`src/rtl/ahbl_regfile_ws.sv`:
```
// AHB-Lite slave register file: a read-only ID word at offset 0 followed by
// NREGS read/write 32-bit registers, with a fixed number of wait states on
// every OKAY data phase and the standard two-cycle ERROR response.
module ahbl_regfile_ws #(
    parameter logic [31:0] ID          = 32'hABCD_EF00,
    parameter int          NREGS       = 4,
    parameter int          WAIT_STATES = 0
) (
    input  logic        HCLK,
    input  logic        HRESET,
    input  logic        HSEL,
    input  logic [31:0] HADDR,
    input  logic [1:0]  HTRANS,
    input  logic        HWRITE,
    input  logic [2:0]  HSIZE,
    input  logic        HREADY,
    input  logic [31:0] HWDATA,
    output logic        HREADYOUT,
    output logic        HRESP,
    output logic [31:0] HRDATA
);

    typedef enum logic [1:0] {
        IDLE,
        WAIT,
        ERR1,
        ERR2
    } state_t;

    state_t      state;
    state_t      state_next;
    logic [3:0]  wait_cnt;
    logic [3:0]  cnt_next;
    logic        dp_valid;
    logic        dp_next;
    logic [7:0]  lat_addr;
    logic        lat_write;
    logic [2:0]  lat_size;
    logic        accept;
    logic        addr_err;
    logic        complete;
    logic        commit;
    logic [5:0]  lat_idx;
    logic [3:0]  byte_en;
    logic [31:0] rd_word;
    logic [31:0] regs [NREGS];
    logic        unused_bits;

    // Upper address bits and HTRANS[0] carry no meaning for this slave.
    assign unused_bits = ^{HADDR[31:8], HTRANS[0]};

    // A new address phase is only taken when the previous one is finishing.
    assign accept   = HSEL && HTRANS[1] && HREADY && (state == IDLE || state == ERR2);
    assign lat_idx  = lat_addr[7:2];
    assign complete = (state == IDLE) && dp_valid;
    assign commit   = complete && lat_write;

    // Classify the incoming address phase as an error response or not.
    always_comb begin
        addr_err = 1'b0;
        if (HADDR[7:2] > 6'(NREGS))                     addr_err = 1'b1;
        if (HWRITE && HADDR[7:2] == 6'd0)               addr_err = 1'b1;
        if (HSIZE > 3'd2)                               addr_err = 1'b1;
        if (HSIZE == 3'd1 && HADDR[0])                  addr_err = 1'b1;
        if (HSIZE == 3'd2 && HADDR[1:0] != 2'b00)       addr_err = 1'b1;
    end

    // Next-state and response outputs of the transfer FSM.
    always_comb begin
        state_next = state;
        cnt_next   = wait_cnt;
        dp_next    = dp_valid;
        HREADYOUT  = 1'b1;
        HRESP      = 1'b0;
        case (state)
            IDLE, ERR2: begin
                if (state == ERR2) begin
                    HRESP = 1'b1;
                end
                state_next = IDLE;
                cnt_next   = 4'd0;
                dp_next    = 1'b0;
                if (accept) begin
                    if (addr_err) begin
                        state_next = ERR1;
                    end else begin
                        dp_next = 1'b1;
                        if (WAIT_STATES > 0) begin
                            state_next = WAIT;
                            cnt_next   = 4'(WAIT_STATES);
                        end
                    end
                end
            end
            WAIT: begin
                HREADYOUT = 1'b0;
                cnt_next  = wait_cnt - 4'd1;
                if (wait_cnt <= 4'd1) begin
                    state_next = IDLE;
                end
            end
            ERR1: begin
                HREADYOUT  = 1'b0;
                HRESP      = 1'b1;
                state_next = ERR2;
            end
            default: begin
                state_next = IDLE;
            end
        endcase
    end

    // State register, wait counter and address/control capture.
    always_ff @(posedge HCLK) begin
        if (HRESET) begin
            state     <= IDLE;
            wait_cnt  <= 4'd0;
            dp_valid  <= 1'b0;
            lat_addr  <= 8'd0;
            lat_write <= 1'b0;
            lat_size  <= 3'd0;
        end else begin
            state    <= state_next;
            wait_cnt <= cnt_next;
            dp_valid <= dp_next;
            if (accept) begin
                lat_addr  <= HADDR[7:0];
                lat_write <= HWRITE;
                lat_size  <= HSIZE;
            end
        end
    end

    // Little-endian byte lanes touched by the latched write.
    always_comb begin
        byte_en = 4'b0000;
        case (lat_size)
            3'd0:    byte_en[lat_addr[1:0]] = 1'b1;
            3'd1:    byte_en = lat_addr[1] ? 4'b1100 : 4'b0011;
            3'd2:    byte_en = 4'b1111;
            default: byte_en = 4'b0000;
        endcase
    end

    // Register storage; writes land on the edge that completes the data phase.
    always_ff @(posedge HCLK) begin
        if (HRESET) begin
            for (int i = 0; i < NREGS; i++) begin
                regs[i] <= 32'd0;
            end
        end else if (commit) begin
            for (int i = 0; i < NREGS; i++) begin
                if (lat_idx == 6'(i + 1)) begin
                    for (int b = 0; b < 4; b++) begin
                        if (byte_en[b]) begin
                            regs[i][8*b +: 8] <= HWDATA[8*b +: 8];
                        end
                    end
                end
            end
        end
    end

    // Full word at the latched index; index 0 is the ID word.
    always_comb begin
        rd_word = ID;
        for (int i = 0; i < NREGS; i++) begin
            if (lat_idx == 6'(i + 1)) begin
                rd_word = regs[i];
            end
        end
    end

    // Read data is driven only in the completing cycle of an OKAY read.
    always_comb begin
        HRDATA = 32'd0;
        if (complete && !lat_write) begin
            HRDATA = rd_word;
        end
    end

endmodule
```
`config.mk`:
```
export PLATFORM = sky130hd
export DESIGN_NAME = ahbl_regfile_ws
export DESIGN_NICKNAME = d
export VERILOG_FILES = /design/src/rtl/ahbl_regfile_ws.sv
export SDC_FILE = /design/constraint.sdc
export NUM_CORES = 1
export LEC_CHECK = 0
export ABC_AREA = 1
export CAP_MARGIN = 30
export CORE_MARGIN = 5
export CORE_UTILIZATION = 51
export CTS_BUF_LIST = sky130_fd_sc_hd__clkbuf_8
export DETAILED_ROUTE_END_ITERATION = 8
export PLACE_DENSITY = 0.8
export SYNTH_ARGS = -nofsm -noshare
export SYNTH_HDL_FRONTEND = slang
export SYNTH_SLANG_ARGS = --single-unit
```
`constraint.sdc`:
```
create_clock -name HCLK -period 1.79 [get_ports HCLK]
set_clock_uncertainty 0.2 [all_clocks]
set_input_delay 0.179 -clock HCLK [delete_from_list [all_inputs] [get_ports HCLK]]
set_output_delay 0.179 -clock HCLK [all_outputs]
set_load 0.02 [all_outputs]
```
=== Yosys cells after proc, flatten, opt, wreduce, memory -nomap -nowiden ===
Memories as Yosys holds them, arrays and structs flattened.
Index checks and enable logic that the tools add are counted.

* Register bits after elaboration: 19
* RAM bits: 128
* Input port bits: 74
* Output and inout port bits: 34
* Memories kept: 1

* Add/subtract/negate cells: 1
* $lt $le $gt $ge: 5
* Eq/ne operators: 12
* Mux-type cells: 110
* Bitwise logic cells: 16
* Reductions and logical operators: 19

{| class="wikitable"
|+ Memory list
! memory !! depth !! width !! read ports !! clocked after memory_dff !! wr ports !! line !! text
|-
| regs || 4 || 32 || 4 || 0 || 4 || 46 || <nowiki>logic [31:0] regs [NREGS];</nowiki>
|}

{| class="wikitable"
|+ Operators with widths
! cell !! number
|-
| 32-bit two-way mux || 5
|-
| 8-bit two-way mux || 16
|-
| 1-bit two-way mux || 80
|-
| 1-bit bitwise OR || 16
|-
| 6-bit by 2-bit == test with 1-bit output, second input constant || 2
|-
| 4-bit case mux with 3 select lines || 1
|-
| 1-bit logical AND || 10
|-
| 4-bit case mux with 2 select lines || 1
|-
| 3-bit by 1-bit == test with 1-bit output, second input constant || 2
|-
| 3-bit by 2-bit == test with 1-bit output, second input constant || 2
|-
| 6-bit by 1-bit == test with 1-bit output, second input constant || 1
|-
| 6-bit by 3-bit == test with 1-bit output, second input constant || 1
|-
| 6-bit by 3-bit > comparator with 1-bit output, second input constant || 1
|-
| 6-bit zero test || 1
|-
| 2-bit two-way mux || 3
|-
| 2-bit case mux with 3 select lines || 1
|-
| 2-bit == test, second input constant || 2
|-
| 4-bit by 1-bit <= comparator with 1-bit output, second input constant || 1
|-
| 4-bit two-way mux || 1
|-
| 2-bit nonzero test || 2
|-
| 2-bit OR reduction || 2
|-
| 4-bit by 1-bit subtractor with 4-bit output, second input constant || 1
|-
| 3-bit by 2-bit > comparator with 1-bit output, second input constant || 1
|-
| 3-bit zero test || 1
|-
| other kinds (9) || 9
|}

=== Longest topological paths before layout ===
Gate-level depths: netlist of the first run.

* Depth in word-level cells: 11
* Mapped depth: 8
* Mapped depth without buffers: 8

=== Least setup slack after synthesis of the first run ===
OpenSTA, ideal clock, no wires.

* Path type: register to register
* From: reg state[0]
* To: mem regs[0][0] (enable)
* Library setup time: 329 ps
* Data arrival time: 1,451 ps
* Data required time: 1,261 ps
* Slack: -189 ps
* Stages on the path, launching flop included: 7
* Buffers on the path: 0
* Period minus slack after synthesis: 1,979 ps
* Cells stage by stage: dfxtp_1 -> inv_1 -> ha_1 -> nand3_1 -> nor2_4 -> nand2_1 -> nand2_1

{| class="wikitable"
|+ RTL lines
! element !! line !! text
|-
| from (decl) || 30 || <nowiki>state_t state;</nowiki>
|-
| from (signal assigned) || 123 || <nowiki>state <= state_next;</nowiki>
|-
| to (decl) || 46 ||
|}

=== Final worst setup path of the first run ===
* From: reg lat_addr[7]
* To: out HRDATA[3]

* Longest elaborated chain between the ends: 6
* Elaborated cells on any way between the ends: 9
* Classes of those cells: eq/ne: 4; mux: 5

{| class="wikitable"
|+ RTL lines
! element !! line !! text
|-
| from (decl) || 36 || <nowiki>logic [7:0] lat_addr;</nowiki>
|-
| from (signal assigned) || 127 || <nowiki>lat_addr <= HADDR[7:0];</nowiki>
|-
| 6-bit by 1-bit == test with 1-bit output || 168 || <nowiki>if (lat_idx == 6'(i + 1)) begin</nowiki>
|-
| 32-bit two-way mux (3 in series) || 168 ||
|-
| 32-bit two-way mux (*) || 168 ||
|-
| 32-bit two-way mux (*) || 177 || <nowiki>if (complete && !lat_write) begin</nowiki>
|-
| to (decl) || 20 || <nowiki>output logic [31:0] HRDATA</nowiki>
|}

Mark *: on every way between the ends. The rest lies on a longest branch, timed or not.

==> results_dict.tcl, run 1 <==
set metrics [dict create \
    status "finished with violations" \
    violations "negative setup slack" \
    internal-power_mw 5.325 \
    critPathCapture "HRDATA[3]" \
    power_frac_clock_pct 33.2 \
    multi_input_area_um2 3298 \
    critPathLaunch "lat_addr[7]$_SDFFE_PP0P_" \
    hpwl_um 12030 \
    cts.root.buffer_cell "clkbuf_8" \
    wl_met3_um 2041 \
    final_hold_viol_count 0 \
    cts_buffers 17 \
    synth_edf_count 128 \
    clock_sinks 147 \
    startpoint_type "flop" \
    syn_area_per_cell_um2 9.255 \
    numPortBuffers 82 \
    avgRoutedWirePerCell_um 20.36 \
    synth.distinct_cells 26 \
    cts_tree "yes" \
    max_freq_mhz 423.0 \
    crit_required_ns 1.41 \
    synth.cell_area_um2 7201 \
    critical_path_class "reg -> out" \
    highest_layer "met4" \
    dieHeight_um 128.8 \
    crit_buf_inv 3 \
    switching_share_pct 27.62 \
    ys.flop_type "edfxtp_1" \
    fin_ws_ns -0.5742 \
    rows 43 \
    drt-vias-per-instance 5.891 \
    place_congestion 0.8339 \
    drt_first_iter_violations 677 \
    fillerInstances 788 \
    grt_pass1_vias 6172 \
    hold_class "in -> reg" \
    die-area_um2 16600 \
    cellPowerDensity_nw_per_um2 698.3 \
    grt_pass1_wl_um 30750 \
    synthTopCellsByArea "edfxtp_1, nor2_1, inv_1" \
    combPwrFrac_pct 14.1 \
    slew_headroom_pct 68.00 \
    synth_top_cell_area_share_pct 53.38 \
    overflow 0 \
    p_seq_share_pct 52.7 \
    clk_latency_ns 0.46 \
    crit_chain "nor2_4 > buf_4 > nand3_4 > buf_12 > o21ai_1 > nor2_1 > nor2_1 > buf_4" \
    wl_met2_um 11570 \
    seq_area_um2 4239 \
    yosys-top-cells-count "nor2_1, edfxtp_1, inv_1" \
    drtAntennaViolNets 0 \
    ioPinCount 108 \
    p_total_mw 7.357 \
    reg2reg_from "lat_addr[3]$_SDFFE_PP0P_" \
    path_max_fanout 17 \
    leakagePower_nw 4.109 \
    finalInstanceArea_um2 10540 \
    cts_hold_buf 0 \
    core_um2 13880 \
    slowest_delay_ns 0.34 \
    clockBufferDepth 2 \
    yosysSeqAreaShare_pct 58.66 \
    r2r_end "regs[0][12]$_SDFFCE_PN0P_" \
    finalCriticalPeriod_ns 2.364 \
    synth.largest_area_cell "edfxtp_1" \
    end_kind "output pin" \
    die_x_um 128.8 \
    dpl_cell_area_um2 8798 \
    drcViolationCount 0 \
    antennaDiodeCount 0 \
    path_depth 8 \
    r2r_slack_ns -0.53 \
    fin_nets 1025 \
    async_flop_share_pct 0 \
    area_delta_synth_final_pct 46.33 \
    htreeDepth 4 \
    synthesis.nets 859 \
    slew_violations 0 \
    setup_violations 293 \
    drt_pass1_iterations 5 \
    layout-drive-gt1-share_pct 40.38 \
    vdd_drop_max_uv 402.7 \
    met1_length_um 8364 \
    cts.reportedPaths.clkPinSlew_ns 0.08 \
    ys_warn_count 0 \
    rr_worst_depth 12 \
    rsz0062_at_grt "true" \
    post-synth-top-count-cell "nor2_1" \
    worst_pin_slew_ns 0.4750 \
    drv_cap 0 \
    vias 6692 \
    grt_antenna_before_repair 0 \
    hold_ws_ns 0.08715 \
    ys_ff_latch 147 \
    p_sw_mw 2.032 \
    cp.arrival_ns 1.99 \
    start_util_pct 51.87 \
    cp_slowest_cell "dfxtp_2" \
    critPathTopFamily "simple AND/OR/NAND/NOR gates" \
    grt_max_degree 25 \
    syn_inst 778 \
    grt_usage_pct 24.11 \
    wl_um 23130 \
    min_period_over_period_pct 132.1 \
    pre_cts_slack_ns -0.6362 \
]
worst min-delay path by stage:
stage                          endpoint                      from  depth (start not counted)  slack [ns]
2_1_floorplan     dp_valid$_SDFFE_PP0P_                    HRESET                          1        0.05
3_5_place_dp   wait_cnt[0]$_SDFFE_PP0P_  wait_cnt[0]$_SDFFE_PP0P_                          2        0.28
4_1_cts        lat_size[0]$_SDFFE_PP0P_                  HSIZE[0]                          3        0.07
5_1_grt        lat_size[0]$_SDFFE_PP0P_                  HSIZE[0]                          3        0.10
3_3_place_gp   wait_cnt[0]$_SDFFE_PP0P_  wait_cnt[0]$_SDFFE_PP0P_                          2        0.27
6_report       lat_size[0]$_SDFFE_PP0P_                  HSIZE[0]                          3        0.09
logic make-up (layout without fill, tap and decap cells):
kind of cell	after synthesis	in the layout	synth area share, %
DFF	147	147	58.66
adders and majority gates	7	7	1.216
buffers and inverters	155	333	8.306
AOI/OAI and AO/OA	108	108	7.593
and+or+nand+nor	361	361	24.22
sequential cells by signal, summed over array words and instances (netlist names):
name and flops:
dp_valid 1, lat_addr 8, lat_size 3, lat_write 1
regs 128, state 2, wait_cnt 4
timing repair:
action	CTS	global route
cloned	4	0
pin swaps	30	43
endpoints found under the setup margin	290	294
resized for setup	290	168
buffers inserted	23	19
tightest hold or removal path, cell delays in order:
cell,delay [ns]
clkdlybuf4s50_1,0.39
inv_1,0.07
a21oi_1,0.06
cell usage in the layout, fill, tap and decap left out, types with 15 or more instances in the layout:
| cell type | n |
|---|---|
| inv_1 | 110 |
| o21ai_0 | 27 |
| nor2_4 | 19 |
| a21oi_1 | 17 |
| buf_12 | 21 |
| nand3_4 | 24 |
| clkbuf_8 | 17 |
| buf_4 | 64 |
| nor2_2 | 93 |
| nor2_1 | 78 |
| nand4_1 | 59 |
| nand3_1 | 34 |
| edfxtp_1 | 128 |
| o21ai_1 | 34 |
| clkdlybuf4s50_1 | 48 |
| a21oi_2 | 15 |
| buf_6 | 35 |
through the flow:
stage          std cells  util [%]  setup TNS (ns)
2_1_floorplan        778         -               0
3_3_place_gp        1063     63.39          -71.21
3_5_place_dp        1063     63.39          -88.44
4_1_cts             1119     70.87          -58.79
5_1_grt             1136     75.91         -114.87
6_report            1136     75.91          -97.87
area by class of cell:
cell class / count / share of cell area (%)
well taps: 180 / 2.138
clock inverters: 14 / 1.081
clock buffers: 17 / 2.221
flip-flops and latches: 147 / 40.23
inverters: 118 / 4.204
repair buffers: 184 / 18.82
multi-input cells: 476 / 31.30
power groups by stage:
stage	sequential (mW)	clock (mW)	combinational, mW
global route	3.89	2.56	1.09
floorplan	3.93	0	0.394
finish	3.88	2.44	1.03
CTS	3.87	2.37	0.901
detailed placement	3.94	0	0.734
global placement	3.94	0	0.720
layer usage:
metal / vias to the layer above / GRT usage, %
li1: 2977 / -
met1: 3160 / 29.51
met2: 450 / 41.16
met3: 105 / 4.649
met4: 0 / 11.37
met5: - / 0
Power figures use the tool's default switching activity.
==> run 2, diff against run 1 <==
--- a/config.mk
+++ b/config.mk
@@ -12,6 +12,7 @@
 export CTS_BUF_LIST = sky130_fd_sc_hd__clkbuf_8
 export DETAILED_ROUTE_END_ITERATION = 8
 export PLACE_DENSITY = 0.8
+export SKIP_CTS_REPAIR_TIMING = 1
 export SYNTH_ARGS = -nofsm -noshare
 export SYNTH_HDL_FRONTEND = slang
 export SYNTH_SLANG_ARGS = --single-unit
==> run 2 against run 1 <==
The run still ends with negative setup slack left. Utilization fell by 4.4 points. Flip-flop and latch count did not move. Worst hold slack improved by 0.0015 ns. Non-clock buffer count fell by 24. Fmax fell by 1.1%. Count of clock-buffer cells in the layout did not move. Sequential power barely moved. Power fell by 2.8%. Final area fell by 5.8%. Clock power fell by 2%. Largest power group unchanged. Highest routed layer unchanged.
==> results_dict.tcl, run 2 (synthesis results as in run 1) <==
set metrics [dict create \
    antennaDiodeCount 0 \
    worst_pin_slew_ns 0.5518 \
    vdd_drop_max_uv 345.8 \
    violations "negative setup slack" \
    critPathTopFamily "simple AND/OR/NAND/NOR gates" \
    overflow 0 \
    start_util_pct 51.87 \
    final_common_cell "nor2_1" \
    regMostFlops "regs" \
    layout_common_cells "nor2_1, edfxtp_1, inv_1" \
    layout-drive-gt1-share_pct 32.08 \
    cts.reportedPaths.clkPinSlew_ns 0.08 \
    place_congestion 0.8339 \
    final_cell_count_no_fill 1112 \
    drv_cap 0 \
    rsz0062_at_grt "true" \
    clockBufferDepth 2 \
    core_um2 13880 \
    rows 43 \
    cts_tree "yes" \
    cp.arrival_ns 2.01 \
    path_max_fanout 15 \
    vias 6312 \
    status "finished with violations" \
    slew_headroom_pct 63.11 \
    largest_register_ffs 128 \
    setup_violations 288 \
    leakagePower_nw 3.901 \
    cp_common_cell "buf_12" \
    hpwl_um 12030 \
    hold_class "in -> reg" \
    multi_input_area_um2 2993 \
    fin_ws_ns -0.6007 \
    die_x_um 128.8 \
    clk_latency_ns 0.45 \
    seq_area_um2 4234 \
    top_regs "regs: 128 flops, lat_addr: 8 flops, wait_cnt: 4 flops" \
    wl_um 20480 \
    grt_max_degree 33 \
    end_kind "output pin" \
    drt-vias-per-instance 5.676 \
    die-area_um2 16600 \
    critical_path_class "reg -> out" \
    drt_first_iter_violations 539 \
    drtAntennaViolNets 0 \
    cellPowerDensity_nw_per_um2 720.6 \
    avgRoutedWirePerCell_um 18.42 \
    p_total_mw 7.152 \
    startpoint_type "flop" \
    final_hold_viol_count 0 \
    crit_chain "buf_12 > nor2_8 > nand3_2 > buf_12 > o21ai_1 > nor2_1 > nor2_2 > buf_6" \
    slew_violations 0 \
    drt_pass1_iterations 6 \
    slowest_delay_ns 0.38 \
    finalCriticalPeriod_ns 2.391 \
    fin_nets 1001 \
    dieHeight_um 128.8 \
    drcViolationCount 0 \
    clock_sinks 147 \
    cp_slowest_cell "dfxtp_4" \
    crit_buf_inv 3 \
    grt_pass1_wl_um 27450 \
    min_period_over_period_pct 133.6 \
    grt_pass1_vias 5767 \
    area_delta_synth_final_pct 37.85 \
    fillerInstances 901 \
    cts.root.buffer_cell "clkbuf_8" \
    place_inst 1063 \
    max_freq_mhz 418.3 \
    numPortBuffers 82 \
    cts_buffers 17 \
    crit_required_ns 1.41 \
    grt_usage_pct 21.29 \
    htreeDepth 4 \
    grt_antenna_before_repair 0 \
    ioPinCount 108 \
]
## run 2: cell count changes in the layout (fill, tap and decap cells not counted), moves of 7 or more
cell,delta
buf_6,-10
o21ai_1,-7
nor2_2,-44
nand3_1,+8
nor2_1,+53
nor2_4,-9
buf_12,-7
## run 2: path summary, 6_finish.rpt
check | from | end | slack, ns | cells after the start
max | lat_addr[2]$_SDFFE_PP0P_ | HRDATA[12] | -0.60 | 8
min | HSIZE[0] | lat_size[0]$_SDFFE_PP0P_ | 0.09 | 3
max reg2reg | lat_addr[6]$_SDFFE_PP0P_ | regs[2][23]$_SDFFCE_PN0P_ | -0.43 | 9
min reg2reg | wait_cnt[0]$_SDFFE_PP0P_ | wait_cnt[0]$_SDFFE_PP0P_ | 0.29 | 2
## run 2: metal layers
layer  vias up  routed length [um]  track usage (%)
met5         -                   0                0
met3        45                1635            4.857
met2       347               10400            35.67
met1      2995                7708            26.71
met4         0                 738            8.771
li1       2925                   -                -
## run 2: power by group
group	total (mW)	internal [mW]	switching (mW)
Combinational	0.902	0.350	0.552
Sequential	3.87	3.82	0.0491
Clock	2.38	1.08	1.30
Total	7.15	5.25	1.90
## run 2: cell type report
type,instances,share of cell area [%]
Sequential cell,147,42.66
Multi-Input combinational cell,476,30.15
Timing Repair Buffer,160,16.95
Inverter,118,4.462
Clock buffer,17,2.357
Tap cell,180,2.269
Clock inverter,14,1.147
## run 2: worst reg2reg max path, delay by kind of cell, from the launching register on
kind	cells	cell delay [ns]
DFF	1	0.34
and+or+nand+nor	5	0.91
buffers and inverters	4	0.63
## run 2: through the flow
step           hold WS, ns  worst slack, ns  TNS, ns  area [um2]  utilization, %
6_report           0.08867          -0.6007   -85.22        9926           71.51
5_1_grt            0.09739          -0.6695  -105.57        9926           71.51
4_1_cts            0.07014           -1.138  -110.28        9146           65.89
3_5_place_dp        0.2807          -0.6362   -88.44        8798           63.39
3_3_place_gp        0.2720          -0.5593   -71.21        8798           63.39
2_1_floorplan      0.04807         0.003272        0        7332               -
